<file path="src/rtl/ram_arbiter_if.sv">
// Requester and RAM-pin bundle for ram_arbiter: two req/ack requesters on one side,
// the single-port RAM control pins on the other.
interface ram_arbiter_if #(
    parameter int DATA_W = 8,
    parameter int ADDR_W = 3
);
    logic              req0;
    logic              op0;
    logic [ADDR_W-1:0] addr0;
    logic [DATA_W-1:0] wdata0;
    logic              ack0;
    logic [DATA_W-1:0] rdata0;
    logic              req1;
    logic              op1;
    logic [ADDR_W-1:0] addr1;
    logic [DATA_W-1:0] wdata1;
    logic              ack1;
    logic [DATA_W-1:0] rdata1;
    logic              ram_sel;
    logic              ram_op;
    logic [ADDR_W-1:0] ram_addr;
    logic [DATA_W-1:0] ram_inp;
    logic [DATA_W-1:0] ram_outp;
    logic              busy;

    modport slave (
        input  req0, op0, addr0, wdata0, req1, op1, addr1, wdata1, ram_outp,
        output ack0, rdata0, ack1, rdata1, ram_sel, ram_op, ram_addr, ram_inp, busy
    );

    modport master (
        output req0, op0, addr0, wdata0, req1, op1, addr1, wdata1, ram_outp,
        input  ack0, rdata0, ack1, rdata1, ram_sel, ram_op, ram_addr, ram_inp, busy
    );
endinterface

</file>
<file path="src/rtl/ram_arbiter.sv">
// Two-requester round-robin arbiter sequencing accesses to an 8x8 single-port RAM.
// Every output is registered, so requests reach the RAM pins only through the FSM.
module ram_arbiter #(
    parameter int DATA_W        = 8,
    parameter int ADDR_W        = 3,
    parameter int ACCESS_CYCLES = 1
) (
    input  logic         clk,
    input  logic         rst_n,
    ram_arbiter_if.slave bus
);
    typedef enum logic [1:0] {
        IDLE    = 2'd0,
        ACCESS  = 2'd1,
        RELEASE = 2'd2
    } state_t;

    localparam logic [3:0] LAST_CNT = 4'(ACCESS_CYCLES - 1);

    state_t            state_q, state_d;
    logic [3:0]        cnt_q, cnt_d;
    logic              ptr_q, ptr_d;
    logic              win_q, win_d;
    logic              sel_q, sel_d;
    logic              op_q, op_d;
    logic [ADDR_W-1:0] addr_q, addr_d;
    logic [DATA_W-1:0] inp_q, inp_d;
    logic [DATA_W-1:0] rdata0_q, rdata0_d;
    logic [DATA_W-1:0] rdata1_q, rdata1_d;
    logic              ack0_q, ack0_d;
    logic              ack1_q, ack1_d;
    logic              busy_q, busy_d;
    logic              grant1_s;

    // A lone requester always wins; on a tie the priority pointer decides.
    assign grant1_s = bus.req1 & (~bus.req0 | ptr_q);

    // Next-state and next-output logic for the IDLE -> ACCESS -> RELEASE sequence.
    always_comb begin
        state_d  = state_q;
        cnt_d    = cnt_q;
        ptr_d    = ptr_q;
        win_d    = win_q;
        sel_d    = 1'b0;
        op_d     = op_q;
        addr_d   = addr_q;
        inp_d    = inp_q;
        rdata0_d = rdata0_q;
        rdata1_d = rdata1_q;
        ack0_d   = 1'b0;
        ack1_d   = 1'b0;
        case (state_q)
            IDLE: begin
                if (bus.req0 || bus.req1) begin
                    win_d   = grant1_s;
                    sel_d   = 1'b1;
                    cnt_d   = 4'd0;
                    state_d = ACCESS;
                    if (grant1_s) begin
                        op_d   = bus.op1;
                        addr_d = bus.addr1;
                        inp_d  = bus.wdata1;
                    end else begin
                        op_d   = bus.op0;
                        addr_d = bus.addr0;
                        inp_d  = bus.wdata0;
                    end
                end else begin
                    state_d = IDLE;
                end
            end
            ACCESS: begin
                if (cnt_q == LAST_CNT) begin
                    state_d = RELEASE;
                    sel_d   = 1'b0;
                    ack0_d  = ~win_q;
                    ack1_d  = win_q;
                    // ram_outp is only trusted here, while sel is still high.
                    if (!op_q && win_q) begin
                        rdata1_d = bus.ram_outp;
                    end else if (!op_q) begin
                        rdata0_d = bus.ram_outp;
                    end else begin
                        rdata0_d = rdata0_q;
                        rdata1_d = rdata1_q;
                    end
                end else begin
                    cnt_d = cnt_q + 4'd1;
                    sel_d = 1'b1;
                end
            end
            RELEASE: begin
                ptr_d   = ~win_q;
                state_d = IDLE;
            end
            default: begin
                state_d = IDLE;
            end
        endcase
        busy_d = (state_d != IDLE);
    end

    // State and output registers, cleared asynchronously.
    always_ff @(posedge clk or negedge rst_n) begin
        if (!rst_n) begin
            state_q  <= IDLE;
            cnt_q    <= 4'd0;
            ptr_q    <= 1'b0;
            win_q    <= 1'b0;
            sel_q    <= 1'b0;
            op_q     <= 1'b0;
            addr_q   <= {ADDR_W{1'b0}};
            inp_q    <= {DATA_W{1'b0}};
            rdata0_q <= {DATA_W{1'b0}};
            rdata1_q <= {DATA_W{1'b0}};
            ack0_q   <= 1'b0;
            ack1_q   <= 1'b0;
            busy_q   <= 1'b0;
        end else begin
            state_q  <= state_d;
            cnt_q    <= cnt_d;
            ptr_q    <= ptr_d;
            win_q    <= win_d;
            sel_q    <= sel_d;
            op_q     <= op_d;
            addr_q   <= addr_d;
            inp_q    <= inp_d;
            rdata0_q <= rdata0_d;
            rdata1_q <= rdata1_d;
            ack0_q   <= ack0_d;
            ack1_q   <= ack1_d;
            busy_q   <= busy_d;
        end
    end

    assign bus.ram_sel  = sel_q;
    assign bus.ram_op   = op_q;
    assign bus.ram_addr = addr_q;
    assign bus.ram_inp  = inp_q;
    assign bus.ack0     = ack0_q;
    assign bus.ack1     = ack1_q;
    assign bus.rdata0   = rdata0_q;
    assign bus.rdata1   = rdata1_q;
    assign bus.busy     = busy_q;
endmodule

</file>
<file path="src/flat_wrapper.sv">
// flat-port wrapper written by rule: the top's interface ports become plain ports
module ram_arbiter_flat 
#(
    parameter int DATA_W        = 8,
    parameter int ADDR_W        = 3,
    parameter int ACCESS_CYCLES = 1
)
  (clk, rst_n, bus_req0, bus_op0, bus_addr0, bus_wdata0, bus_req1, bus_op1, bus_addr1, bus_wdata1, bus_ram_outp, bus_ack0, bus_rdata0, bus_ack1, bus_rdata1, bus_ram_sel, bus_ram_op, bus_ram_addr, bus_ram_inp, bus_busy);
  ram_arbiter_if #(.DATA_W(DATA_W), .ADDR_W(ADDR_W)) bus_i ();
  input  logic clk;
  input  logic rst_n;
  input wire logic [$bits(bus_i.req0)-1:0] bus_req0;
  input wire logic [$bits(bus_i.op0)-1:0] bus_op0;
  input wire logic [$bits(bus_i.addr0)-1:0] bus_addr0;
  input wire logic [$bits(bus_i.wdata0)-1:0] bus_wdata0;
  input wire logic [$bits(bus_i.req1)-1:0] bus_req1;
  input wire logic [$bits(bus_i.op1)-1:0] bus_op1;
  input wire logic [$bits(bus_i.addr1)-1:0] bus_addr1;
  input wire logic [$bits(bus_i.wdata1)-1:0] bus_wdata1;
  input wire logic [$bits(bus_i.ram_outp)-1:0] bus_ram_outp;
  output wire logic [$bits(bus_i.ack0)-1:0] bus_ack0;
  output wire logic [$bits(bus_i.rdata0)-1:0] bus_rdata0;
  output wire logic [$bits(bus_i.ack1)-1:0] bus_ack1;
  output wire logic [$bits(bus_i.rdata1)-1:0] bus_rdata1;
  output wire logic [$bits(bus_i.ram_sel)-1:0] bus_ram_sel;
  output wire logic [$bits(bus_i.ram_op)-1:0] bus_ram_op;
  output wire logic [$bits(bus_i.ram_addr)-1:0] bus_ram_addr;
  output wire logic [$bits(bus_i.ram_inp)-1:0] bus_ram_inp;
  output wire logic [$bits(bus_i.busy)-1:0] bus_busy;
  assign bus_i.req0 = bus_req0;
  assign bus_i.op0 = bus_op0;
  assign bus_i.addr0 = bus_addr0;
  assign bus_i.wdata0 = bus_wdata0;
  assign bus_i.req1 = bus_req1;
  assign bus_i.op1 = bus_op1;
  assign bus_i.addr1 = bus_addr1;
  assign bus_i.wdata1 = bus_wdata1;
  assign bus_i.ram_outp = bus_ram_outp;
  assign bus_ack0 = bus_i.ack0;
  assign bus_rdata0 = bus_i.rdata0;
  assign bus_ack1 = bus_i.ack1;
  assign bus_rdata1 = bus_i.rdata1;
  assign bus_ram_sel = bus_i.ram_sel;
  assign bus_ram_op = bus_i.ram_op;
  assign bus_ram_addr = bus_i.ram_addr;
  assign bus_ram_inp = bus_i.ram_inp;
  assign bus_busy = bus_i.busy;
  ram_arbiter #(.DATA_W(DATA_W), .ADDR_W(ADDR_W), .ACCESS_CYCLES(ACCESS_CYCLES)) u_core (.clk(clk), .rst_n(rst_n), .bus(bus_i));
endmodule
</file>
<file path="config.mk">
export PLATFORM = sky130hd
export DESIGN_NAME = ram_arbiter_flat
export DESIGN_NICKNAME = d
export VERILOG_FILES = /design/src/rtl/ram_arbiter_if.sv /design/src/rtl/ram_arbiter.sv /design/src/flat_wrapper.sv
export SDC_FILE = /design/constraint.sdc
export NUM_CORES = 1
export LEC_CHECK = 0
export ABC_AREA = 1
export BUFFER_PORTS_ARGS = -buffer_cell sky130_fd_sc_hd__buf_2
export CAP_MARGIN = 20
export CORE_ASPECT_RATIO = 0.6
export CORE_UTILIZATION = 35
export CTS_BUF_LIST = sky130_fd_sc_hd__clkbuf_8
export CTS_CLUSTER_DIAMETER = 50
export CTS_CLUSTER_SIZE = 25
export DETAILED_ROUTE_END_ITERATION = 8
export MAX_ROUTING_LAYER = met4
export SLEW_MARGIN = 20
export SYNTH_ARGS = -nofsm -noshare
export SYNTH_HDL_FRONTEND = slang
export SYNTH_SLANG_ARGS = --single-unit
</file>
<file path="constraint.sdc">
create_clock -name clk -period 2.3 [get_ports clk]
set_clock_uncertainty 0.05 [all_clocks]
set_input_delay 0.23 -clock clk [delete_from_list [all_inputs] [get_ports clk]]
set_output_delay 0.23 -clock clk [all_outputs]
set_load 0.02 [all_outputs]
</file>
==> results of run 1 <==
==> routing by layer <==
metal | GRT usage, % | part of all wire [%] | vias up
li1 | - | - | 841
met1 | 22.9 | 54 | 749
met2 | 21.5 | 41 | 25
met3 | 3.66 | 3.3 | 4
met4 | 4.41 | 0.85 | 0
met5 | - | 0 | -
==> critical path, stage by stage (launching register included) <==
cell	delay, ps
sky130_fd_sc_hd__dfrtp_1	430
sky130_fd_sc_hd__inv_1	100
sky130_fd_sc_hd__ha_1	200
sky130_fd_sc_hd__nand2_2	100
sky130_fd_sc_hd__nor2_8	250
sky130_fd_sc_hd__nand3_4	160
sky130_fd_sc_hd__nand2_1	90
sky130_fd_sc_hd__nand2_1	50
==> final timing paths <==
path | from | endpoint | cells past startpoint
min | rst_n | u_core.bus.ram_inp[5] | 1
min in group clk | bus_ram_outp[7] | u_core.bus.rdata1[7] | 3
max in group asynchronous | rst_n | u_core.bus.rdata1[7] | 1
max reg2reg | u_core.cnt_q[0] | u_core.bus.rdata0[0] | 7
min reg2reg | u_core.bus.rdata1[0] | u_core.bus.rdata1[0] | 2
max | u_core.cnt_q[0] | u_core.bus.rdata0[0] | 7
==> state kept, by name, indices dropped and copies added, names as in the netlist <==
register and cells:
u_core.ptr_q 1, u_core.state_q 2, u_core.bus.ram_inp 8, u_core.cnt_q 4
u_core.bus.rdata0 8, u_core.bus.ram_addr 3, u_core.bus.ack1 1, u_core.bus.rdata1 8
u_core.bus.busy 1, u_core.bus.ack0 1, u_core.bus.ram_sel 1, u_core.bus.ram_op 1
u_core.win_q 1
==> cell usage after synthesis <==
cell type | n | area, um2
sky130_fd_sc_hd__nand2_1 | 85 | 319
sky130_fd_sc_hd__dfrtp_1 | 40 | 1000
sky130_fd_sc_hd__nand3_1 | 26 | 130
sky130_fd_sc_hd__inv_1 | 21 | 78.8
sky130_fd_sc_hd__nand3b_1 | 12 | 90.1
sky130_fd_sc_hd__nand4_1 | 9 | 56.3
sky130_fd_sc_hd__buf_2 | 6 | 30.0
sky130_fd_sc_hd__nor2_1 | 5 | 18.8
sky130_fd_sc_hd__nand2_2 | 3 | 18.8
sky130_fd_sc_hd__buf_4 | 2 | 15.0
sky130_fd_sc_hd__ha_1 | 2 | 25.0
sky130_fd_sc_hd__inv_2 | 2 | 7.51
sky130_fd_sc_hd__nor2_2 | 2 | 12.5
sky130_fd_sc_hd__o21ai_1 | 2 | 10.0
sky130_fd_sc_hd__buf_6 | 1 | 11.3
sky130_fd_sc_hd__nand2_4 | 1 | 11.3
sky130_fd_sc_hd__nand3_4 | 1 | 17.5
sky130_fd_sc_hd__nor2_4 | 1 | 11.3
sky130_fd_sc_hd__nor2_8 | 1 | 20.0
sky130_fd_sc_hd__o21ai_0 | 1 | 5.00
sky130_fd_sc_hd__o31ai_1 | 1 | 7.51
sky130_fd_sc_hd__xor2_1 | 1 | 8.76
==> final cells by class <==
type                       count  share of cell area, %
multi-input combinational    153                   32.2
sequential                    40                   42.3
clock inverter                 2                  0.317
timing repair buffer          68                   14.5
clock buffer                   6                   3.49
inverter                      23                   3.65
tap                           66                   3.49
==> per-stage QoR <==
stage               worst slack (ps)  cell area [um2]  total power, W  cells  util [%]
finish                           763             2360         0.00299    358      45.9
global placement                 790             2270         0.00255    350      44.1
CTS                              764             2360         0.00304    358      45.9
floorplan                       1000             1910         0.00212    225         -
global route                     596             2360         0.00325    358      45.9
detailed placement               780             2270         0.00258    350      44.1
==> logic make-up after synthesis <==
| logic type | count (synthesis) | share of synthesized area, % |
|---|---|---|
| AO/OA/AOI/OAI | 4 | 1.18 |
| XOR/XNOR | 1 | 0.460 |
| adder cells (fa/ha/maj) | 2 | 1.31 |
| buffers and inverters | 32 | 7.49 |
| flip-flops | 40 | 52.5 |
| AND/OR/NAND/NOR | 146 | 37.0 |
==> power by group <==
part	switching (W)	internal, W	leakage (nW)
Combinational	0.000921	0.000436	0.825
Sequential	0.000166	0.00101	0.497
Clock	0.000221	0.000236	0.0538
Total	0.00131	0.00169	1.38
==> flow_metrics.tcl, run 1 <==
set metrics [dict create \
    cts_hold_repair.buffers 0 \
    violations "hold timing" \
    port-buffer-count 67 \
    cts_made_buffers 5 \
    global_route.overflow_total 0 \
    min_period_ps 1540 \
    max-vdd-ir-drop_mv 0.345 \
    drt_drc_violations_left 0 \
    drtIter0Drc 70 \
    die-width_um 97.3 \
    timing_hold_violations_final 1 \
    top_level_ports 68 \
    areaGrowthSynthToFinish_pct 24.1 \
    synth.cell_area_um2 1910 \
    dieArea_um2 5750 \
    syn_avg_cell_area_um2 8.47 \
    core_region_area_um2 5150 \
    htree_num_levels 2 \
    worst-slew-pin-transition_ps 845 \
    synth.net_count 263 \
    hpwl_um 3090 \
    status "finished, violations left" \
    crit_type "register to register" \
    achievable-frequency_mhz 651 \
    route.detailed.vias_per_inst 4.52 \
    layout_common_cells "sky130_fd_sc_hd__nand2_1 (85), sky130_fd_sc_hd__buf_2 (67), sky130_fd_sc_hd__dfrtp_1 (40)" \
    clkSlewWorstSetupHoldPaths_ps 70 \
    drtPass1Iterations 4 \
    routed_wirelength_um 4100 \
    floorplan.initialDensity_pct 37.0 \
    grt_antenna_before_repair 0 \
    multi_input_comb_area_um2 762 \
    ff2ff_setup_slack_ps 760 \
    routed-via-count 1619 \
    worstHoldPathType "input port to asynchronous set/reset pin" \
    clockRootBuffer "sky130_fd_sc_hd__clkbuf_8" \
    std_cell_rows 20 \
    cap_viol_max_count 0 \
    detail_route.wl_per_cell_um 11.5 \
    regArea_um2 1000 \
    cts_tree "done" \
    final-max-slew-violation-count 0 \
    finalWeightedCongestion 0.762 \
    num-fill-cells 514 \
    ys.warnings.count 0 \
    fin_nets 329 \
    cts_sinks 40 \
    synth.ff_latch_count 40 \
    fin_tns_setup_ps 0 \
    fin_worst_hold_slack_ps -0.713 \
    netlist-cell-type-count 22 \
    worst-endpoint-arrival_ps 1660 \
    maximum_number_of_pins_on_one_net_before_global_route_repair 41 \
    post_route_cells_drive_above_1_share_pct 29.1 \
    cts-root-to-sink-buffers 2 \
    critical_path.endpoint_type "register" \
    cp_data_required_time_ps 2420 \
    slew_headroom_pct 43.7 \
    mostFrequentLayoutCell "sky130_fd_sc_hd__nand2_1" \
    grt_setup_unrepaired "false" \
    first_pass_grt_wire_length_um 6820 \
    gr-usage-all-layers_pct 15.6 \
    vias_in_the_first_global_route 1448 \
    seq_area_frac_synth_pct 52.5 \
    timing.critical_path.from_type "register" \
    final_min_period_over_clock_period_pct 66.8 \
    final-setup-viol-count 0 \
    antenna-diode-count 0 \
    drtAntennaViolNets 0 \
    post_synth_inst_count 225 \
    insertion_delay_ps 280 \
    static_power_due_to_leakage_nw 1.38 \
    cts_resized 0 \
    fp.dieH_um 59.2 \
    critical_path_peak_fanout 19 \
    power_density_nw_per_um2 1270 \
    cts.repair_timing.setup_buffer_count 0 \
]
Note: power is estimated with default switching activity, not from simulation.
==> inputs of run 2 (changes only) <==
--- a/config.mk
+++ b/config.mk
@@ -5,7 +5,7 @@
 export SDC_FILE = /design/constraint.sdc
 export NUM_CORES = 1
 export LEC_CHECK = 0
-export ABC_AREA = 1
+export ABC_AREA = 0
 export BUFFER_PORTS_ARGS = -buffer_cell sky130_fd_sc_hd__buf_2
 export CAP_MARGIN = 20
 export CORE_ASPECT_RATIO = 0.6
==> constraint.sdc (replaced) <==
create_clock -name clk -period 1.45 [get_ports clk]
set_clock_uncertainty 0.05 [all_clocks]
set_input_delay 0.145 -clock clk [delete_from_list [all_inputs] [get_ports clk]]
set_output_delay 0.145 -clock clk [all_outputs]
set_load 0.02 [all_outputs]
==> run 2 against run 1 <==
The flow finishes with violations (setup timing). Non-clock buffer count up 28. Critical path depth down 2. Sequential share of layout area down 3.1 points. Core utilization up 8.1 points. Via count down 3.4%. First-iteration DRC count up 7.1%. Clock power up 95%. Register-to-register slack worse by 1400 ps. Critical endpoint is now u_core.bus.rdata0[7]. Largest cell class unchanged. Largest power group unchanged.
==> flow_metrics.tcl, run 2 <==
set metrics [dict create \
    status "finished, violations left" \
    violations "setup timing" \
    synth.ff_latch_count 40 \
    maximum_number_of_pins_on_one_net_before_global_route_repair 24 \
    drtAntennaViolNets 0 \
    clkSlewWorstSetupHoldPaths_ps 80 \
    timing.rr.end "u_core.bus.rdata0[7]" \
    synth.area.mux_share_pct 11.8 \
    gr-usage-all-layers_pct 19.0 \
    p_switching_w 0.00209 \
    part_of_the_power_in_combinational_logic_pct 48.1 \
    vias_in_the_first_global_route 1545 \
    critical-path-max-stage-delay_ps 540 \
    cp_data_required_time_ps 1580 \
    worst_path_cell_trace "inv_2, ha_4, or3b_4, or4_4, mux2_4" \
    drt_drc_violations_left 0 \
    seq_area_frac_synth_pct 56.3 \
    top_level_ports 68 \
    synth_simple_gate_area_share_pct 11.9 \
    synth.cell_area_um2 1780 \
    cts_sinks 40 \
    p_int_w 0.00324 \
    global_route.overflow_total 0 \
    place_worst_setup_slack_ps -574 \
    grt_setup_unrepaired "true" \
    route.detailed.vias_per_inst 4.97 \
    core_region_area_um2 4730 \
    ff2ff_setup_slack_ps -590 \
    routed_wirelength_um 4570 \
    final-max-slew-violation-count 0 \
    grt_antenna_before_repair 0 \
    critPathBufInv 1 \
    cts_tree "done" \
    min_period_ps 2040 \
    power.share.clock_pct 16.7 \
    critical_path_peak_fanout 8 \
    holdPathStages 2 \
    min_to "u_core.bus.rdata0[5]" \
    areaGrowthSynthToFinish_pct 43.5 \
    worst-endpoint-arrival_ps 2170 \
    critical_path.top_delay_family "simple AND/OR/NAND/NOR gates" \
    synthMostInstantiatedCell "sky130_fd_sc_hd__dfrtp_1" \
    port-buffer-count 67 \
    crit_type "register to register" \
    achievable-frequency_mhz 491 \
    drtPass1Iterations 4 \
    static_power_due_to_leakage_nw 1.25 \
    layout_common_cells "sky130_fd_sc_hd__buf_2 (67), sky130_fd_sc_hd__dfrtp_1 (40), sky130_fd_sc_hd__buf_4 (22)" \
    timing_hold_violations_final 0 \
    finalWeightedCongestion 0.778 \
    syn_avg_cell_area_um2 11.3 \
    power_density_nw_per_um2 2090 \
    post_route_cells_drive_above_1_share_pct 51.2 \
    regArea_um2 1000 \
    synthXorXnorAreaFrac_pct 0.493 \
    worstHoldPathType "input port to register" \
    floorplan.initialDensity_pct 37.6 \
    fp.dieH_um 57.2 \
    final_min_period_over_clock_period_pct 140 \
    max-vdd-ir-drop_mv 1.28 \
    synth-edff-count 0 \
    fin_ws_ps -587 \
    detail_route.wl_per_cell_um 14.5 \
    slew_headroom_pct 71.5 \
    pwr-share-seq_pct 35.2 \
    synth_top_cells_by_count "sky130_fd_sc_hd__dfrtp_1 (40), sky130_fd_sc_hd__nand3_1 (15), sky130_fd_sc_hd__o21ai_0 (14)" \
    timing.rr.start "u_core.cnt_q[0]" \
    combinational_family_with_the_most_area_after_synthesis "compound AO/OA/AOI/OAI gates" \
    hold_path_start "bus_ram_outp[5]" \
    first_pass_grt_wire_length_um 7470 \
    die-width_um 94.0 \
    netlist-cell-type-count 28 \
    routed-via-count 1564 \
    cts-root-to-sink-buffers 2 \
    cts_made_buffers 5 \
    post_synth_fa_ha_maj_area_fraction_pct 1.41 \
    power_switching_share_pct 39.2 \
    post_synth_inst_count 158 \
    antenna-diode-count 0 \
    clockRootBuffer "sky130_fd_sc_hd__clkbuf_8" \
    std_cell_rows 19 \
    timing.critical_path.from_type "register" \
    reg2regPathDepth 5 \
    crit_path_top_delay_cell "sky130_fd_sc_hd__or4_4" \
    synth.net_count 196 \
    dieArea_um2 5380 \
    multi_input_comb_area_um2 766 \
    worst-slew-pin-transition_ps 428 \
    drtIter0Drc 75 \
    fin_nets 289 \
    yosysTopAreaCell "sky130_fd_sc_hd__dfrtp_1" \
    num-fill-cells 426 \
    design_power_total_w 0.00533 \
    final-setup-viol-count 19 \
    hpwl_um 3200 \
    netlist_top_cells_area "sky130_fd_sc_hd__dfrtp_1 (56%), sky130_fd_sc_hd__mux2_4 (6.8%), sky130_fd_sc_hd__mux2_2 (5.1%)" \
    insertion_delay_ps 290 \
    share_of_the_synthesized_area_in_compound_gates_ao_oa_aoi_oai_pct 14.7 \
    synth_largest_type_area_fraction_pct 56.3 \
    cap_viol_max_count 0 \
    asyncSetResetFlopFracSynth_pct 100 \
    ys.warnings.count 0 \
    mostFrequentLayoutCell "sky130_fd_sc_hd__buf_2" \
    htree_num_levels 2 \
    synth_ff_type "sky130_fd_sc_hd__dfrtp_1" \
    critical_path.endpoint_type "register" \
]
-- run 2: worst max-delay path by stage --
stage / from / end / slack, ps / depth (start not counted)
finish: u_core.cnt_q[0] / u_core.bus.rdata0[7] / -590 / 5
global route: u_core.cnt_q[0] / u_core.bus.rdata0[6] / -630 / 5
CTS: u_core.cnt_q[0] / u_core.bus.rdata0[7] / -570 / 5
detailed placement: u_core.cnt_q[0] / u_core.bus.rdata0[7] / -570 / 5
global placement: u_core.cnt_q[1] / u_core.bus.rdata0[7] / -540 / 5
floorplan: u_core.cnt_q[0] / u_core.bus.rdata0[0] / -570 / 6
-- run 2: what timing repair did --
item,4_1_cts,5_1_grt
gates cloned,0,1
endpoints found under the setup margin,19,33
pin swaps,1,1
hold endpoints to repair,17,0
setup buffers,3,4
gates resized for setup,4,9
hold buffers,1,0
-- run 2: metal layers --
layer | global-route usage (%) | vias to the layer above | wire length (um) | share of wire [%]
li1 | - | 761 | - | -
met1 | 27.2 | 763 | 2370 | 52
met2 | 26.4 | 35 | 1960 | 43
met3 | 3.73 | 5 | 189 | 4.1
met4 | 7.25 | 0 | 46 | 1.0
met5 | - | - | 0 | 0
-- run 2: layout make-up --
type	instances	area share [%]
timing repair buffer	96	22.9
sequential	40	39.2
clock inverter	3	1.52
clock buffer	5	2.70
multi-input combinational	104	30.0
tap	63	3.09
inverter	4	0.589
-- run 2: cells by family (layout without fill, tap and decap cells) --
family | count (synthesis) | count (layout)
mux | 16 | 16
flops | 40 | 40
buf+inv | 14 | 108
xor+xnor | 1 | 1
simple gates | 39 | 39
compound gates | 46 | 46
fa+ha+maj | 2 | 2
-- run 2: power groups by stage --
stage                     logic [W]  clock network [W]  registers (W)
after detailed placement    0.00247                  0        0.00188
after floorplan            0.000965                  0        0.00245
after global routing        0.00278           0.000955        0.00193
final                       0.00256           0.000891        0.00188
after global placement      0.00244                  0        0.00190
after CTS                   0.00249           0.000904        0.00187
-- run 2: stage by stage --
step / instance area, um2 / setup TNS (ps) / std cells / util [%] / hold slack (ps)
2_1_floorplan: 1800 / -6420 / 158 / - / -201
3_3_place_gp: 2330 / -5140 / 298 / 49.2 / 57.0
3_5_place_dp: 2330 / -5560 / 298 / 49.2 / 60.5
4_1_cts: 2490 / -6090 / 310 / 52.6 / 34.5
5_1_grt: 2550 / -8740 / 315 / 53.9 / 38.0
6_report: 2550 / -7320 / 315 / 53.9 / 46.6
